`config.mk`:
```
export PLATFORM = sky130hd
export DESIGN_NAME = ula_multiciclo
export DESIGN_NICKNAME = d
export VERILOG_FILES = /design/src/rtl/ula_multiciclo.sv
export SDC_FILE = /design/constraint.sdc
export NUM_CORES = 1
export LEC_CHECK = 0
export BUFFER_PORTS_ARGS = -buffer_cell sky130_fd_sc_hd__buf_4
export CELL_PAD_IN_SITES_DETAIL_PLACEMENT = 0
export CELL_PAD_IN_SITES_GLOBAL_PLACEMENT = 1
export CORE_ASPECT_RATIO = 0.6
export CORE_MARGIN = 8
export CORE_UTILIZATION = 40
export DETAILED_ROUTE_END_ITERATION = 6
export HOLD_SLACK_MARGIN = 0.1
export PLACE_DENSITY_LB_ADDON = 0.1
export SYNTH_ARGS = -nofsm -noshare
export SYNTH_HDL_FRONTEND = slang
export SYNTH_SLANG_ARGS = --single-unit
```
`constraint.sdc`:
```
create_clock -name clk -period 2.8 [get_ports clk]
set_input_delay 0.14 -clock clk [delete_from_list [all_inputs] [get_ports clk]]
set_output_delay 0.14 -clock clk [all_outputs]
set_load 0.05 [all_outputs]
```
`src/rtl/ula_multiciclo.sv`:
```
// rtl/ula_multiciclo.sv - registered N-bit ALU with valid/ready handshake and iterative shift-add multiply
module ula_multiciclo #(
    parameter int N = 8
) (
    input  logic         clk,
    input  logic         rst,
    input  logic         in_valid,
    output logic         in_ready,
    input  logic [N-1:0] a,
    input  logic [N-1:0] b,
    input  logic [2:0]   op,
    output logic         out_valid,
    input  logic         out_ready,
    output logic [N-1:0] r,
    output logic [N-1:0] r_alto,
    output logic         zero,
    output logic         carry,
    output logic         overflow,
    output logic         neg,
    output logic         erro
);
    localparam int CW = $clog2(N) + 1;
    localparam logic [CW-1:0] ULTIMO = CW'(N - 1);

    localparam logic [2:0] OP_ADD = 3'b000;
    localparam logic [2:0] OP_SUB = 3'b001;
    localparam logic [2:0] OP_AND = 3'b010;
    localparam logic [2:0] OP_OR  = 3'b011;
    localparam logic [2:0] OP_XOR = 3'b100;
    localparam logic [2:0] OP_EQ  = 3'b101;
    localparam logic [2:0] OP_MUL = 3'b110;

    typedef enum logic [1:0] {
        LIVRE,
        CALC,
        PRONTO
    } estado_t;

    estado_t          estado;
    logic [2*N-1:0]   mcand;
    logic [2*N-1:0]   acc;
    logic [2*N-1:0]   acc_nx;
    logic [N-1:0]     mplier;
    logic [CW-1:0]    cnt;

    logic [N:0]       soma;
    logic [N:0]       dif;
    logic [N-1:0]     alu_r;
    logic             alu_c;
    logic             alu_v;
    logic             alu_e;

    assign soma = {1'b0, a} + {1'b0, b};
    assign dif  = {1'b0, a} - {1'b0, b};

    // Single-cycle datapath; bit N of dif is the borrow (a < b unsigned).
    always_comb begin
        alu_r = '0;
        alu_c = 1'b0;
        alu_v = 1'b0;
        alu_e = 1'b0;
        case (op)
            OP_ADD: begin
                alu_r = soma[N-1:0];
                alu_c = soma[N];
                alu_v = (a[N-1] == b[N-1]) && (soma[N-1] != a[N-1]);
            end
            OP_SUB: begin
                alu_r = dif[N-1:0];
                alu_c = dif[N];
                alu_v = (a[N-1] != b[N-1]) && (dif[N-1] != a[N-1]);
            end
            OP_AND: alu_r = a & b;
            OP_OR:  alu_r = a | b;
            OP_XOR: alu_r = a ^ b;
            OP_EQ:  alu_r = {{(N-1){1'b0}}, (a == b)};
            default: alu_e = 1'b1;
        endcase
    end

    assign acc_nx = mplier[0] ? (acc + mcand) : acc;

    always_ff @(posedge clk) begin
        if (rst) begin
            estado    <= LIVRE;
            in_ready  <= 1'b1;
            out_valid <= 1'b0;
            r         <= '0;
            r_alto    <= '0;
            zero      <= 1'b0;
            carry     <= 1'b0;
            overflow  <= 1'b0;
            neg       <= 1'b0;
            erro      <= 1'b0;
            mcand     <= '0;
            mplier    <= '0;
            acc       <= '0;
            cnt       <= '0;
        end else begin
            case (estado)
                LIVRE: begin
                    if (in_valid) begin
                        in_ready <= 1'b0;
                        if (op == OP_MUL) begin
                            mcand  <= {{N{1'b0}}, a};
                            mplier <= b;
                            acc    <= '0;
                            cnt    <= '0;
                            estado <= CALC;
                        end else begin
                            r         <= alu_r;
                            r_alto    <= '0;
                            zero      <= (alu_r == '0);
                            carry     <= alu_c;
                            overflow  <= alu_v;
                            neg       <= alu_r[N-1];
                            erro      <= alu_e;
                            out_valid <= 1'b1;
                            estado    <= PRONTO;
                        end
                    end
                end
                CALC: begin
                    acc    <= acc_nx;
                    mcand  <= mcand << 1;
                    mplier <= mplier >> 1;
                    cnt    <= cnt + 1'b1;
                    if (cnt == ULTIMO) begin
                        r         <= acc_nx[N-1:0];
                        r_alto    <= acc_nx[2*N-1:N];
                        zero      <= (acc_nx[N-1:0] == '0);
                        carry     <= |acc_nx[2*N-1:N];
                        overflow  <= 1'b0;
                        neg       <= acc_nx[N-1];
                        erro      <= 1'b0;
                        out_valid <= 1'b1;
                        estado    <= PRONTO;
                    end
                end
                PRONTO: begin
                    if (out_ready) begin
                        out_valid <= 1'b0;
                        in_ready  <= 1'b1;
                        estado    <= LIVRE;
                    end
                end
                default: begin
                    estado    <= LIVRE;
                    in_ready  <= 1'b1;
                    out_valid <= 1'b0;
                end
            endcase
        end
    end
endmodule

```
==> reports/metrics.cfg, run 1 <==
[die]
fp.dieH_um=101
die_area_um2=15900
placementRows=31
core-area_um2=11900
die_w_um=158
pin_count=46
initial_core_util=0.404

[global_routing]
grt_pass1_wl_um=25000
grt_usage=0.200
grt_max_degree=70
antenna_found_initial=0
grt_pass1_vias=4525
overflow=0

[cts]
clkTransAtPathRegs_ns=0.06
cts_htree_levels=3
cts_sinks=68
cts_made_buffers=9
cts_tree=done
clk-insertion-delay-late_ns=0.33
root_buffer=clkbuf_16
clockBufferDepth=2

[sta]
slew_headroom=0.495
worst_pin_slew_ns=0.757
tns_ns=0
period_minus_slack_ns=2.75
clock.fmax_ghz=0.363
finalMaxSlewViolations=0
fin_crit_sh=0.983
fin_hold_ws_ns=0.110
clock-skew-final_ns=0.00528
setup_violations=0
rsz0062_at_grt=true
hold_viol_final=0
setup_ws_ns=0.0487

[setup_path]
path_class=reg2reg
cp_max_fo=3
critPathRequiredTime_ns=3.08
critPathCaptureType=flop
crit_path_top_delay_cell=or4_4
arrival_ns=3.03
cp-start-kind=flop
cp_num_buf_inv=1
crit_chain=ha_4 > fa_2 > buf_4 > xnor2_1 > nand2_1 > o21ai_2 > nand3_2 > or4_4 > or4_4 > a21oi_2 > a41o_1
crit_top_cell=or4_4
crit_path_max_incr_delay_ns=0.54
cpLargestDelayFamily=simple AND/OR/NAND/NOR gates

[synth]
ys.flop_type=dfxtp_1
ys_seq_area_frac=0.283
async_reset_ff_frac=0
synth.distinct_cells=65
synth_top_area_cell=dfxtp_1
synth_fp_nets=688
synth.area.top_cells=dfxtp_1 (28%), ha_1 (11%), nor2_1 (6.2%), a21oi_1 (5.3%), nand2_1 (4.9%)
syn_area_um2=4810
avgSynthCellArea_um2=7.75
synth_top_area_share=0.283
synth-edff-count=0
ys_warn_count=0
netlist_instances=621
synth-seq-cells=68

[final_layout]
num_antenna_cells=0
drive_gt1_frac=0.203
synthToLayoutAreaGrowth_pct=23.6
layout.nets=737
final_cell_mix=nor2_1 (78), buf_4 (78), dfxtp_1 (64)

[detailed_routing]
routedWlPerCell_um=18.7
vias_per_cell=5.64
totalWireLength_um=15700
num_vias=4734
drt_pass1_iterations=5
drt-initial-drc-count=383
drtAntennaViolNets=0
drc_errors=0

[placed_design]
place.port_buffers=45
dp_hpwl_um=11700
routabilityCongestion=0.883
pre_cts_slack_ns=-0.0791

[min_path]
hp-class=in2reg

[power]
p_per_area_nw_per_um2=470
ir_drop_v=0.000334
power_leakage_uw=0.00251

[flow_run]
max-cap-violations=0

[run_status]
status=finished, final reports clean

-- cells in the mapped netlist (4+ instances only) --
master,count
or3_1,5
o21ai_0,19
or2_2,4
o22ai_1,4
o211ai_1,5
ha_1,41
mux2_2,4
a221oi_1,4
xor2_1,6
nand2b_1,5
dfxtp_1,68
a22oi_1,26
clkbuf_1,37
a21oi_1,51
inv_1,31
a311oi_1,17
a32oi_1,4
nor3_1,21
nand2_1,63
o21a_1,5
mux2i_1,5
a21o_1,10
o21bai_1,5
nor2_1,80
or4_1,4
nand3_1,11
xnor2_1,11
nor2b_1,9
a211oi_1,9
-- report_power, final --
group	switching [uW]	leakage [uW]	internal, uW
Clock	483	0.000149	705
Combinational	364	0.00180	212
Sequential	34.2	0.000555	998
Total	882	0.00251	1910
-- final timing paths --
check	slack, ns	to	cells past startpoint	start
worst min-delay path	0.11	mplier[5]	3	b[5]
worst max-delay path	0.05	zero	11	acc[0]
worst max register to register	0.05	zero	11	acc[0]
worst min register to register	0.46	out_valid	2	out_valid
-- worst reg2reg max path: cells and delay by family, from the launching register on --
family	cells	cell delay, ns
AO/OA/AOI/OAI	3	0.37
XOR/XNOR	1	0.13
adder cells (fa/ha/maj)	2	0.55
buffers and inverters	1	0.14
flip-flops	1	0.36
AND/OR/NAND/NOR	4	1.14
-- layer usage --
layer	track usage	part of all wire	vias up
li1	-	-	2338
met1	0.312	0.55	2230
met2	0.261	0.37	161
met3	0.0569	0.078	5
met4	0.0262	0.0030	0
met5	0	0	-
-- final cells by class --
type / count / area, um2
clock buffer: 9 / 225
tap: 165 / 206
multi-input combinational: 477 / 3310
clock inverter: 7 / 83.8
inverter: 32 / 120
timing repair buffer: 82 / 627
fill: 1157 / 5960
sequential: 68 / 1370
-- kinds of logic (layout without fill, tap and decap cells) --
group / Yosys count / after routing / share of synthesized area
mux: 10 / 10 / 0.0244
simple gates: 220 / 220 / 0.210
flops: 68 / 68 / 0.283
buf+inv: 76 / 130 / 0.0626
fa+ha+maj: 44 / 44 / 0.119
compound gates: 186 / 186 / 0.270
xor+xnor: 17 / 17 / 0.0309
-- metrics by stage --
stage               cell area [um2]  power, uW  instances  utilization
floorplan                      4810       1420        621            -
global placement               5400       1600        815        0.453
detailed placement             5400       1610        815        0.453
CTS                            5800       2810        834        0.487
global route                   5950       2920        840        0.500
finish                         5950       2800        840        0.500
-- state kept, by name, indices dropped and copies added (netlist names) --
name / cells
zero: 1
mplier: 8
carry: 1
mcand: 16
in_ready: 1
r: 8
out_valid: 1
acc: 16
cnt: 4
estado: 2
r_alto: 8
erro: 1
overflow: 1
-- repair_timing --
action                     4_1_cts  5_1_grt
pin swaps                        2       12
gates resized for setup          9       27
hold endpoints to repair         4        0
hold buffers                     3        0
buffers inserted                 0        6
setup endpoints to repair        2        3
No activity file was read; power rests on OpenSTA's default activity.
==> run 2: changes to the inputs <==
Settings changed: ABC_AREA set to 0, CTS_BUF_LIST set to sky130_fd_sc_hd__clkbuf_8 sky130_fd_sc_hd__clkbuf_16, PLACE_DENSITY set to 0.74, PLACE_DENSITY_LB_ADDON 0.1 to not set.
==> run 2 against run 1 <==
  * Non-clock buffer count is 1 higher
  * Core utilization is 0.16 points lower
  * Highest routed layer unchanged
  * Largest cell class unchanged
  * Global-route usage about the same
  * The run now ends with setup timing left
  * Combinational power grew 2%
  * Cell area fell by 0.32%
==> reports/metrics.cfg, run 2 (same netlist as run 1, synthesis figures left out) <==
[global_routing]
grt_pass1_wl_um=24900
overflow=0
grt_usage=0.199
grt_max_degree=39
grt_pass1_vias=4558
antenna_found_initial=0

[power]
ir_drop_v=0.000304
seqPwrFrac=0.352
p_int_uw=2080
pwr-share-clk=0.448
combPwrFrac=0.201
p_per_area_nw_per_um2=492
power_leakage_uw=0.00250
switching_power_uw=836
power_uw=2920
swShare=0.287

[detailed_routing]
routedWlPerCell_um=18.5
totalWireLength_um=15500
drtAntennaViolNets=0
drc_errors=0
num_vias=4771
drt_pass1_iterations=5
vias_per_cell=5.67
drt-initial-drc-count=339

[cts]
cts_made_buffers=9
cts_htree_levels=3
clk-insertion-delay-late_ns=0.34
cts_tree=done
clkTransAtPathRegs_ns=0.06
cts_sinks=68
clockBufferDepth=2
root_buffer=clkbuf_16

[sta]
finalMaxSlewViolations=0
clock-skew-final_ns=0.00913
setup_ws_ns=-0.0566
clock.fmax_ghz=0.350
hold_viol_final=0
period_minus_slack_ns=2.86
fin_hold_ws_ns=0.105
rsz0062_at_grt=true
fin_crit_sh=1.02
worst_pin_slew_ns=0.791
slew_headroom=0.468
setup_violations=1

[final_layout]
final_cell_mix=nor2_1 (78), buf_4 (78), dfxtp_1 (65)
multi_input_area_um2=3260
fillers=1186
num_antenna_cells=0
reg.largest.list=acc (16), mcand (16)
seqCellArea_um2=1370
layout.nets=738
drive_gt1_frac=0.188
synthToLayoutAreaGrowth_pct=23.2
post-route-util=0.498

[die]
pin_count=46
die_area_um2=15900
fp.dieH_um=101
core-area_um2=11900
placementRows=31
die_w_um=158
initial_core_util=0.404

[placed_design]
place.port_buffers=45
pre_cts_slack_ns=-0.0400
dp_hpwl_um=11600
routabilityCongestion=0.907

[flow_run]
max-cap-violations=0

[setup_path]
arrival_ns=3.08
critPathRequiredTime_ns=3.03
cp_max_fo=4
critPathCaptureType=flop
cp-start-kind=flop
path_class=reg2reg

[min_path]
hp-class=in2reg

[run_status]
status=finished with violations
violations=setup timing

==> run 2: final timing paths <==
path	start	endpoint	slack (ns)	cells past startpoint
worst max-delay path	acc[1]	carry	-0.06	10
worst max register to register	acc[1]	carry	-0.06	10
worst min register to register	out_valid	out_valid	0.46	2
worst min-delay path	b[7]	mplier[7]	0.11	3
==> run 2: routing by layer <==
layer | track usage | wire length (um) | part of all wire | vias up
met3 | 0.0668 | 1350 | 0.087 | 14
met5 | 0 | 0 | 0 | -
li1 | - | - | - | 2344
met2 | 0.252 | 5840 | 0.38 | 178
met1 | 0.308 | 8180 | 0.53 | 2235
met4 | 0.0393 | 148 | 0.0095 | 0
==> run 2: timing repair <==
action,CTS,global route
pin swaps,2,11
buffers inserted,1,9
gates resized for setup,6,14
hold endpoints to repair,6,0
endpoints found under the setup margin,2,5
hold buffers,5,0
==> run 2: area by class of cell <==
cell class	instances	area share
sequential	68	0.231
multi-input combinational	477	0.549
inverter	32	0.0203
tap	165	0.0348
clock buffer	9	0.0380
clock inverter	7	0.0194
timing repair buffer	83	0.107
==> run 2: stage by stage <==
step	std cells	instance area [um2]	setup TNS, ns
2_1_floorplan	621	4810	0
3_3_place_gp	810	5360	0
3_5_place_dp	810	5360	-0.0460
4_1_cts	832	5810	0
5_1_grt	841	5930	-0.299
6_report	841	5930	-0.0566
==> run 2: critical path, stage by stage (launching register included) <==
cell and delay (ns):
dfxtp_4 0.36, ha_4 0.24, a21o_4 0.23, a2111oi_4 0.39, buf_4 0.18, a2111oi_4 0.06, or3_1 0.39, a31o_2 0.27
and4bb_1 0.24, nand4b_1 0.10, o31a_1 0.30
==> run 2: power by group through the flow <==
stage	registers (uW)	logic (uW)	clock network, uW
CTS	1030	567	1330
floorplan	1100	314	0
detailed placement	1050	556	0
global route	1030	635	1370
finish	1030	585	1310
global placement	1050	550	0
